File: src/rtl/mem_arbiter.sv
// Round-robin arbiter granting NREQ requesters access to a single memory port,
// with a BUSY-cycle timeout that aborts a stalled transaction.
module mem_arbiter #(
    parameter int NREQ    = 4,
    parameter int AW      = 16,
    parameter int DW      = 32,
    parameter int TIMEOUT = 64
) (
    input  logic                 clk,
    input  logic                 resetN,
    input  logic [NREQ-1:0]      req,
    input  logic [NREQ-1:0]      we,
    input  logic [NREQ*AW-1:0]   addr,
    input  logic [NREQ*DW-1:0]   wdata,
    output logic [DW-1:0]        rdata,
    output logic [NREQ-1:0]      done,
    output logic [NREQ-1:0]      err,
    output logic                 mem_req,
    output logic                 mem_we,
    output logic [AW-1:0]        mem_addr,
    output logic [DW-1:0]        mem_write,
    input  logic [DW-1:0]        mem_read,
    input  logic                 mem_done
);

    localparam int PW = $clog2(NREQ);
    localparam int CW = $clog2(TIMEOUT);

    typedef enum logic [1:0] {
        ST_IDLE = 2'd0,
        ST_BUSY = 2'd1,
        ST_RESP = 2'd2
    } state_t;

    state_t            state_r, state_s;
    logic [PW-1:0]     ptr_r, ptr_s;
    logic [PW-1:0]     gnt_r, gnt_s;
    logic [PW-1:0]     pick_s;
    logic [CW-1:0]     cnt_r, cnt_s;
    logic              mem_req_r, mem_req_s;
    logic              mem_we_r, mem_we_s;
    logic [AW-1:0]     mem_addr_r, mem_addr_s;
    logic [DW-1:0]     mem_write_r, mem_write_s;
    logic [DW-1:0]     rdata_r, rdata_s;
    logic [NREQ-1:0]   done_r, done_s;
    logic [NREQ-1:0]   err_r, err_s;
    logic [NREQ-1:0]   gnt_onehot_s;

    // First set request at or above p, wrapping modulo NREQ.
    function automatic logic [PW-1:0] rr_pick(input logic [NREQ-1:0] r, input logic [PW-1:0] p);
        logic [PW-1:0] idx;
        logic [PW-1:0] sel;
        logic          found;
        sel   = p;
        found = 1'b0;
        for (int k = 0; k < NREQ; k++) begin
            idx = PW'((int'(p) + k) % NREQ);
            if (!found && r[idx]) begin
                sel   = idx;
                found = 1'b1;
            end else begin
                sel   = sel;
            end
        end
        return sel;
    endfunction

    assign pick_s       = rr_pick(req, ptr_r);
    assign gnt_onehot_s = {{(NREQ-1){1'b0}}, 1'b1} << gnt_r;

    // Next-state and next-output computation.
    always_comb begin
        state_s     = state_r;
        ptr_s       = ptr_r;
        gnt_s       = gnt_r;
        cnt_s       = cnt_r;
        mem_req_s   = mem_req_r;
        mem_we_s    = mem_we_r;
        mem_addr_s  = mem_addr_r;
        mem_write_s = mem_write_r;
        rdata_s     = rdata_r;
        done_s      = {NREQ{1'b0}};
        err_s       = {NREQ{1'b0}};
        case (state_r)
            ST_IDLE: begin
                if (|req) begin
                    gnt_s       = pick_s;
                    mem_addr_s  = addr[int'(pick_s)*AW +: AW];
                    mem_we_s    = we[pick_s];
                    mem_write_s = wdata[int'(pick_s)*DW +: DW];
                    mem_req_s   = 1'b1;
                    cnt_s       = {CW{1'b0}};
                    state_s     = ST_BUSY;
                end else begin
                    mem_req_s   = 1'b0;
                end
            end
            ST_BUSY: begin
                // mem_done has priority over a timeout landing on the same cycle
                if (mem_done) begin
                    mem_req_s = 1'b0;
                    if (!mem_we_r) begin
                        rdata_s = mem_read;
                    end else begin
                        rdata_s = rdata_r;
                    end
                    done_s  = gnt_onehot_s;
                    state_s = ST_RESP;
                end else if (cnt_r == CW'(TIMEOUT-1)) begin
                    mem_req_s = 1'b0;
                    rdata_s   = {DW{1'b0}};
                    err_s     = gnt_onehot_s;
                    state_s   = ST_RESP;
                end else begin
                    cnt_s     = cnt_r + CW'(1);
                end
            end
            ST_RESP: begin
                if (gnt_r == PW'(NREQ-1)) begin
                    ptr_s = {PW{1'b0}};
                end else begin
                    ptr_s = gnt_r + PW'(1);
                end
                state_s = ST_IDLE;
            end
            default: begin
                mem_req_s = 1'b0;
                state_s   = ST_IDLE;
            end
        endcase
    end

    // State and output registers.
    always_ff @(posedge clk or negedge resetN) begin
        if (!resetN) begin
            state_r     <= ST_IDLE;
            ptr_r       <= {PW{1'b0}};
            gnt_r       <= {PW{1'b0}};
            cnt_r       <= {CW{1'b0}};
            mem_req_r   <= 1'b0;
            mem_we_r    <= 1'b0;
            mem_addr_r  <= {AW{1'b0}};
            mem_write_r <= {DW{1'b0}};
            rdata_r     <= {DW{1'b0}};
            done_r      <= {NREQ{1'b0}};
            err_r       <= {NREQ{1'b0}};
        end else begin
            state_r     <= state_s;
            ptr_r       <= ptr_s;
            gnt_r       <= gnt_s;
            cnt_r       <= cnt_s;
            mem_req_r   <= mem_req_s;
            mem_we_r    <= mem_we_s;
            mem_addr_r  <= mem_addr_s;
            mem_write_r <= mem_write_s;
            rdata_r     <= rdata_s;
            done_r      <= done_s;
            err_r       <= err_s;
        end
    end

    assign mem_req   = mem_req_r;
    assign mem_we    = mem_we_r;
    assign mem_addr  = mem_addr_r;
    assign mem_write = mem_write_r;
    assign rdata     = rdata_r;
    assign done      = done_r;
    assign err       = err_r;

endmodule

File: config.mk
export PLATFORM = sky130hd
export DESIGN_NAME = mem_arbiter
export DESIGN_NICKNAME = d
export VERILOG_FILES = /design/src/rtl/mem_arbiter.sv
export SDC_FILE = /design/constraint.sdc
export NUM_CORES = 1
export LEC_CHECK = 0
export ABC_AREA = 1
export CORE_ASPECT_RATIO = 0.5
export CORE_UTILIZATION = 46
export CTS_CLUSTER_SIZE = 14
export DETAILED_ROUTE_END_ITERATION = 10
export DONT_BUFFER_PORTS = 1
export PLACE_DENSITY = 0.61
export SLEW_MARGIN = 20
export SYNTH_ARGS = -nofsm -noshare
export SYNTH_HDL_FRONTEND = slang
export SYNTH_SLANG_ARGS = --single-unit
File: constraint.sdc
create_clock -name clk -period 2.65 [get_ports clk]
set_input_delay 0.53 -clock clk [delete_from_list [all_inputs] [get_ports clk]]
set_output_delay 0.53 -clock clk [all_outputs]
set_load 0.05 [all_outputs]
# == Word level (Yosys, flattened, before mapping) ==
# Index checks and enable logic that the tools add are counted.
# word_totals
regBits,102
# op_classes
n_shift,3
eq_ne,9
bitwise_logic,1
n_addsub,5
n_lt_le_gt_ge,5
muxes,37
reduce_logical,15
# op_table
cell,count
indexed part select 128 x 8 -> 32 bit,1
2-to-1 mux 32 bit,3
indexed part select 64 x 7 -> 16 bit,1
2-to-1 mux 4 bit,5
2-to-1 mux 6 bit,3
"less-than comparator 2 x 3 -> 1 bit, second input constant",5
2-to-1 mux 2 bit,7
one-hot mux 6 bit (2 select lines),1
2-to-1 mux 1 bit,11
binary-select mux 1 bit (select 2 bit),5
"!= test 2 bit, second input constant",4
"adder 6 x 1 -> 6 bit, second input constant",1
"equality test 6 bit, second input constant",1
AND reduction 2 bit,3
"adder 2 x 1 -> 2 bit, second input constant",2
"adder 2 bit, second input constant",2
"equality test 2 bit, second input constant",2
one-hot mux 2 bit (2 select lines),1
AND reduction 4 bit,1
nonzero test 2 bit,2
OR reduction 4 bit,1
"left shift 1 x 2 -> 4 bit, first input constant",1
logical AND 1 bit,3
logical NOT 1 bit,3
6 further kinds,6

# == Longest topological paths before layout ==
# Gate-level depths: netlist of run 1.
# logic_depth
depth_word,14
depth_mapped,17
ltp_nobuf,16

# == Least setup slack after synthesis of run 1 ==
# Ideal clock, no wire load.
# synth_path
path_type,register to register
startpoint,register ptr_r[0]
endpoint,"register mem_addr_r[10], in the netlist mem_addr[10]"
period_less_slack_ns,1.872
arrival_ns,1.754
setup_slack_ns,0.778
path_stages_with_launch,16
n_path_buf,3
path_cell_list,dfrtp_1 > buf_4 > nand2_1 > nand3_1 > nand2_1 > inv_2 > nor2_4 > nand2_4 > nand2_4 > nand2_4 > buf_6 > buf_6 > nand2_1 > nand3_1 > nand3_1 > nand2_1
# synth_via
elab_chain_cells,13
elab_cells_between_ends,24
classes_between,add/sub (3); shift (1); mux (14); reduce/logical (6)
# synth_rtl
item,line_no,source
"start, declared",36,"logic [PW-1:0] ptr_r, ptr_s;"
"start signal, assigned",137,ptr_r <= {PW{1'b0}};
"start signal, assigned",149,ptr_r <= ptr_s;
branches (longest 11 deep; another with adder 2 x 1 -> 2 bit),n/a,
2-to-1 mux 2 bit *,58,if (!found && r[idx]) begin
indexed part select 64 x 7 -> 16 bit *,88,mem_addr_s = addr[int'(pick_s)*AW +: AW];
"end signal, assigned",142,mem_addr_r <= {AW{1'b0}};
"end signal, assigned",154,mem_addr_r <= mem_addr_s;
"end, declared",42,"logic [AW-1:0] mem_addr_r, mem_addr_s;"
# Mark *: on every way between the ends. The select of a mux whose other input is x is not followed.
# A chain may end at the register's enable or synchronous reset.

# == Final worst setup path of run 1 ==
# layout_path
startpoint,register ptr_r[0]
endpoint,"register mem_addr_r[15], in the netlist mem_addr[15]"
# The elaborated chain is that of the path after synthesis.

==> reports/metrics.csv, run 1 <==
stage;metric;value;unit
clocking;clk buf depth;2;
die;Initial Util;48.7;%
setup_path;CP Cell Sequence;inv_2 > nand2_1 > nand3_1 > nand2_1 > inv_2 > nor2_4 > nand2_4 > nand2_4 > buf_4 > nand3_1 > nand2_1 > nand2_1 > nand2_1 > nand2_1 > nand2_1;
setup_path;critical path's most frequent cell;nand2_1;
synthesis;Post-Syn Area;6380;um2
setup_path;nature of the critical path startpoint;flop;
route;final WL;17600;um
global_route;Total Routing Usage GR;23.8;%
synthesis;prevailing post-synth register cell;dfrtp_1;
setup_path;Worst Path Arrival;2.68;ns
final_layout;fraction of layout cells with a size suffix above 1;5.48;%
hold_path;min-delay worst type;input port to asynchronous set/reset pin;
synthesis;post-synthesis mux area share;0;%
clocking;H-tree levels;3;
clocking;CTS Root Cell;clkbuf_16;
synthesis;ys async rst share;100;%
power_and_ir_drop;pwr dens;1740;nW/um2
die;Die ar.;14400;um2
sta;Final min period;2.39;ns
setup_path;Worst path slowest cell;dfrtp_1;
placed_design;placed inst area;6490;um2
placed_design;Buffers on Ports;0;
global_route;Overflow after GRT;0;
final_layout;Layout Utilization;51.9;%
final_layout;Sequential Area;2550;um2
clocking;TritonCTS Buffers;9;
outcome;failing checks;negative hold slack;
route;number of vias per cell;5.28;
job;number of max-cap violations;0;
route;Final ANT Viol Nets;0;
route;Vias;5903;
final_layout;Final Non-Filler Cells;1117;
clocking;clock sink count;102;
setup_path;type of the worst setup path;flop to flop;
sta;clk_skew;0.00818;ns
global_route;vias in the first global route;5338;
sta;Final TNS setup;0;ns
synthesis;synth warn;0;
final_layout;post-route design area;6790;um2
sta;max-slew violations;0;
power_and_ir_drop;cell-internal power;4.82;mW
final_layout;multi-input logic area;3230;um2
sta;final setup vio count;0;
route;DRT Pass-1 Iters;5;
sta;Slew @ Worst Pin;0.718;ns
power_and_ir_drop;Reg power frac;39.2;%
power_and_ir_drop;Comb pwr share;49.4;%
die;Site Rows;29;
synthesis;cells after synthesis;959;
synthesis;Syn Nets;1199;
global_route;first-pass GRT wire length;27200;um
die;die width;169;um
power_and_ir_drop;total power;11.9;mW
sta;RSZ-0062 raised after global routing;no;
sta;max frequency;0.418;GHz
synthesis;Avg Inst Size Synth;6.65;um2
outcome;status;finished, violations left;
synthesis;EDFF count, synth;0;
placed_design;Placer Congestion;0.897;
setup_path;worst endpoint required time;2.94;ns
clocking;Clock Latency Late Sink;0.34;ns
placed_design;Post-Place Cells;1100;
synthesis;fraction of the mapped netlist area in simple logic gates;44.8;%
synthesis;Synth Area in XOR/XNOR;0.275;%
placed_design;detailed-placement wirelength estimate;12400;um
power_and_ir_drop;net switching power;7.03;mW
synthesis;register area share after synthesis;40.0;%
power_and_ir_drop;switching share of power;59.3;%
sta;hold violation count in the final report;102;
synthesis;Synth Area in Adders;0.981;%
final_layout;FILL cells;1364;
route;DRT iter0 DRCs;348;
synthesis;Synth Area in Compound Gates;4.18;%
final_layout;Area Overhead vs Synth;6.53;%
synthesis;largest family of logic cells by synthesized area;simple AND/OR/NAND/NOR gates;
final_layout;Layout Nets;1165;
placed_design;dpl ws;0.266;ns
sta;crit share post-route;90.2;%
setup_path;Critical Path End Type;flop;
clocking;TritonCTS clock tree;built;
die;io pins;325;
power_and_ir_drop;LEAKAGE;3.67;nW
clocking;clock-pin slew on the worst setup and hold paths;0.08;ns
route;drt drc;0;
sta;slew margin rel.;52.1;%
die;core area;13100;um2
setup_path;Slowest Stage Delay on Critical Path;0.54;ns
sta;PnR worst setup slack;0.260;ns
die;Vert. Die Dim;85.3;um
synthesis;synthesis-stage register bit count;102;
global_route;initial antenna violation count;1;
sta;worst hold margin;-0.129;ns
route;Avg WL per Cell;15.8;um
global_route;largest net degree at the start of global routing;103;
synthesis;Netlist cell types;32;
setup_path;CP max FO;42;
power_and_ir_drop;Worst VDD drop;0.000820;V
power_and_ir_drop;Clk network pwr share;11.4;%
==> state kept, by name, indices dropped and copies added, names as in the netlist, 2 cells and up <==
name / cells
rdata: 32
state_r: 2
cnt_r: 6
done: 4
err: 4
mem_write: 32
gnt_r: 2
ptr_r: 2
mem_addr: 16
==> critical path, delay by kind of cell, from the launching register on <==
kind / cells / cell delay (ns)
buf+inv: 3 / 0.59
flops: 1 / 0.54
simple gates: 12 / 1.18
==> routing by layer <==
metal	vias to the layer above	share of wire, %	GRT usage [%]
met5	-	0	0
met4	0	1.7	6.61
met3	23	8.6	7.65
met2	211	48	39.0
met1	2723	41	30.3
li1	2946	-	-
==> power groups by stage <==
stage                     registers (mW)  clock network, mW  logic, mW
after global placement              4.69                  0       5.79
after global routing                4.73               1.45       6.79
after floorplan                     4.47                  0       4.90
after detailed placement            4.69                  0       5.90
after CTS                           4.67               1.39       5.92
final                               4.65               1.35       5.85
==> placed cells by master, fill, tap and decap left out, types with 2 or more instances in the layout <==
cell type,synthesis,routed
nand2_1,431,430
nand3_1,167,167
dfrtp_1,102,102
inv_1,79,79
o21ai_0,36,36
nand3b_1,29,29
buf_4,5,13
nor2_1,12,12
clkbuf_16,0,9
a21oi_1,5,5
inv_2,5,5
ha_1,5,5
nor3_1,5,4
nand2_2,2,3
nand2_4,3,3
o31ai_1,3,3
buf_12,0,3
nand4_1,2,2
inv_8,0,2
clkinv_4,0,2
==> layout make-up <==
| type | count | share of cell area (%) |
|---|---|---|
| multi-input combinational | 712 | 47.5 |
| sequential | 102 | 37.6 |
| inverter | 84 | 4.64 |
| clock buffer | 10 | 3.52 |
| tap | 186 | 3.43 |
| timing repair buffer | 16 | 2.32 |
| clock inverter | 6 | 0.958 |
| antenna | 1 | 0.0368 |
==> final timing paths <==
path | slack [ns] | endpoint | startpoint | cells past startpoint
max in group asynchronous | 2.63 | rdata[21] | resetN | 0
max | 0.26 | mem_addr[15] | ptr_r[0] | 15
min in group clk | 0.34 | rdata[29] | mem_read[29] | 2
min | -0.13 | mem_write[10] | resetN | 0
min reg2reg | 0.51 | cnt_r[1] | cnt_r[1] | 2
max reg2reg | 0.26 | mem_addr[15] | ptr_r[0] | 15
==> cell usage after synthesis (7+ instances only) <==
| master | number | area (um2) |
|---|---|---|
| buf_1 | 7 | 26.3 |
| buf_2 | 26 | 130 |
| clkbuf_1 | 20 | 75.1 |
| dfrtp_1 | 102 | 2550 |
| inv_1 | 79 | 297 |
| nand2_1 | 431 | 1620 |
| nand3_1 | 167 | 836 |
| nand3b_1 | 29 | 218 |
| nor2_1 | 12 | 45.0 |
| o21ai_0 | 36 | 180 |
==> logic make-up after synthesis <==
group                      count (synthesis)
buffers and inverters                    145
AOI/OAI and AO/OA                         48
adders and majority gates                  5
and+or+nand+nor                          657
DFF                                      102
xor gates and xnor gates                   2
==> what timing repair did <==
action	in CTS	in global routing
setup buffers	0	0
endpoints found under the hold margin	102	102
gates resized for setup	0	0
No activity file was read; power rests on OpenSTA's default activity.
==> run 2: changes to the inputs <==
--- a/config.mk
+++ b/config.mk
@@ -6,12 +6,14 @@
 export NUM_CORES = 1
 export LEC_CHECK = 0
 export ABC_AREA = 1
+export BUFFER_PORTS_ARGS = -buffer_cell sky130_fd_sc_hd__buf_2
 export CORE_ASPECT_RATIO = 0.5
+export CORE_MARGIN = 3
 export CORE_UTILIZATION = 46
 export CTS_CLUSTER_SIZE = 14
 export DETAILED_ROUTE_END_ITERATION = 10
-export DONT_BUFFER_PORTS = 1
-export PLACE_DENSITY = 0.61
+export MAX_ROUTING_LAYER = met4
+export PLACE_DENSITY = 0.81
 export SLEW_MARGIN = 20
 export SYNTH_ARGS = -nofsm -noshare
 export SYNTH_HDL_FRONTEND = slang
==> run 2 against run 1 <==
  * The run now ends clean
  * Sequential power is 44% lower
  * Core utilization is 13 points higher
  * Die area is 7.2% higher
  * Via count is 21% higher
  * First-iteration DRC count is 34% higher
  * Count of clock-buffer cells in the layout is 1 lower
  * Wire length is 12% higher
  * Design area is 24% higher
  * Combinational power is 50% higher
  * Clock skew is 0.0063 ns higher
  * Critical endpoint is now mem_addr[8]
==> reports/metrics.csv, run 2 (synthesis gave the netlist of run 1 again) <==
stage;metric;value;unit
route;DRT iter0 DRCs;467;
setup_path;CP Cell Sequence;inv_2 > nand2_1 > nand3_1 > nand2_1 > inv_2 > nor2_4 > nand2_4 > nand2_4 > buf_4 > nand3b_1 > nand2_1 > nand2_1 > nand3_1 > nand2_1;
setup_path;worst endpoint required time;2.87;ns
clocking;CTS Root Cell;clkbuf_16;
die;Site Rows;29;
final_layout;commonest non-fill, non-tap cells in the layout;nand2_1 (430), buf_2 (323), nand3_1 (167);
power_and_ir_drop;pwr dens;1500;nW/um2
setup_path;r2r endpoint;mem_addr[8];
setup_path;Worst Path Arrival;2.61;ns
global_route;largest net degree at the start of global routing;65;
sta;Slew @ Worst Pin;0.735;ns
setup_path;Critical Path End Type;flop;
setup_path;WP buf/inv;3;
setup_path;CP Launch Point;ptr_r[0];
sta;Final min period;2.39;ns
sta;RSZ-0062 raised after global routing;no;
clocking;H-tree levels;3;
sta;max frequency;0.418;GHz
global_route;first-pass GRT wire length;31000;um
sta;hold violation count in the final report;0;
final_layout;post-route design area;8450;um2
global_route;Overflow after GRT;0;
setup_path;Worst path slowest cell;dfrtp_1;
setup_path;cell depth of the worst setup path;14;
placed_design;Buffers on Ports;324;
hold_path;min-delay worst type;input port to asynchronous set/reset pin;
die;die width;173;um
final_layout;fraction of layout cells with a size suffix above 1;30.0;%
clocking;TritonCTS clock tree;built;
route;DRT Pass-1 Iters;5;
power_and_ir_drop;total power;12.7;mW
setup_path;critical path's most frequent cell;nand2_1;
placed_design;Placer Congestion;0.967;
clocking;TritonCTS Buffers;9;
placed_design;placed inst area;8150;um2
global_route;initial antenna violation count;1;
setup_path;reg-to-reg slack, setup;0.26;ns
final_layout;most common cell after layout, fill and taps aside;nand2_1;
final_layout;Layout Nets;1491;
route;Avg WL per Cell;13.6;um
clocking;CTS Hold Bufs;0;
global_route;vias in the first global route;6410;
sta;clk_skew;0.0145;ns
power_and_ir_drop;Worst VDD drop;0.000972;V
die;io pins;325;
clocking;Clock Latency Late Sink;0.34;ns
setup_path;CP max FO;44;
clocking;clock-pin slew on the worst setup and hold paths;0.08;ns
sta;max-slew violations;0;
global_route;Total Routing Usage GR;25.1;%
job;number of max-cap violations;0;
final_layout;Area Overhead vs Synth;32.5;%
setup_path;nature of the critical path startpoint;flop;
setup_path;Slowest Stage Delay on Critical Path;0.51;ns
route;Vias;7136;
die;Vert. Die Dim;89.3;um
die;core area;13100;um2
die;Die ar.;15400;um2
outcome;status;complete, no violations;
power_and_ir_drop;LEAKAGE;5.03;nW
route;number of vias per cell;4.95;
clocking;clock sink count;102;
sta;final setup vio count;0;
clocking;clk buf depth;2;
route;drt drc;0;
setup_path;type of the worst setup path;flop to flop;
setup_path;delay-heaviest family, CP;simple AND/OR/NAND/NOR gates;
route;Final ANT Viol Nets;0;
sta;Final TNS setup;0;ns
setup_path;Worst R2R Start;ptr_r[0];
sta;slew margin rel.;51.0;%
route;final WL;19700;um
sta;crit share post-route;90.3;%
die;Initial Util;48.7;%
placed_design;detailed-placement wirelength estimate;14500;um
setup_path;reg2reg path depth;14;
setup_path;end of the critical path;mem_addr[8];
run 2: changes by cell type in the layout (fill, tap and decap cells not counted):
cell | before | now
clkbuf_8 | 1 | 0
clkinvlp_4 | 0 | 1
clkinv_4 | 2 | 0
buf_12 | 3 | 5
clkinv_2 | 0 | 1
buf_2 | 0 | 323
buf_6 | 0 | 1
inv_8 | 2 | 1
inv_6 | 1 | 3
run 2: what timing repair did:
item                       in CTS  in global routing
resized for setup               0                  1
setup buffers                   0                  0
setup endpoints to repair       0                 15
run 2: stage by stage:
| stage | utilization, % | instances | hold WS, ns | setup slack, ns |
|---|---|---|---|---|
| after global routing | 64.5 | 1443 | 0.292 | 0.0247 |
| after global placement | 62.2 | 1426 | 0.459 | 0.302 |
| after CTS | 64.4 | 1442 | 0.269 | 0.217 |
| after floorplan | - | 959 | 0.234 | 0.778 |
| final | 64.5 | 1443 | 0.240 | 0.258 |
| after detailed placement | 62.2 | 1426 | 0.460 | 0.251 |
run 2: worst register-to-register path, cell delays in order (launching register included):
cell	delay (ns)
dfrtp_1	0.51
inv_2	0.16
nand2_1	0.11
nand3_1	0.07
nand2_1	0.17
inv_2	0.07
nor2_4	0.14
nand2_4	0.10
nand2_4	0.10
buf_4	0.39
nand3b_1	0.15
nand2_1	0.09
nand2_1	0.05
nand3_1	0.11
nand2_1	0.07
run 2: layout make-up:
cell class	instances	area [um2]
repair buffers	342	1830
fillers	1205	4650
clock inverters	7	66.3
clock buffers	9	225
well taps	186	233
flip-flops and latches	102	2550
inverters	84	315
diodes	1	2.50
multi-input cells	712	3230
run 2: per-layer routing:
| layer | vias to the layer above | share of wire, % | GRT usage, % |
|---|---|---|---|
| li1 | 3600 | - | - |
| met1 | 3252 | 43 | 32.1 |
| met2 | 264 | 50 | 42.4 |
| met3 | 20 | 6.4 | 4.66 |
| met4 | 0 | 1.1 | 5.37 |
| met5 | - | 0 | - |
run 2: worst min path at each step:
stage,cells after the start,end,slack [ns]
6_report,1,err[0],0.24
5_1_grt,1,err[0],0.29
4_1_cts,1,err[0],0.27
3_5_place_dp,2,mem_addr[6],0.46
3_3_place_gp,2,mem_addr[11],0.46
2_1_floorplan,0,cnt_r[0],0.23
run 2: where the power goes:
part	internal, mW	switching (mW)
logic	2.47	6.28
clock network	0.662	0.643
registers	2.21	0.399
total	5.34	7.32
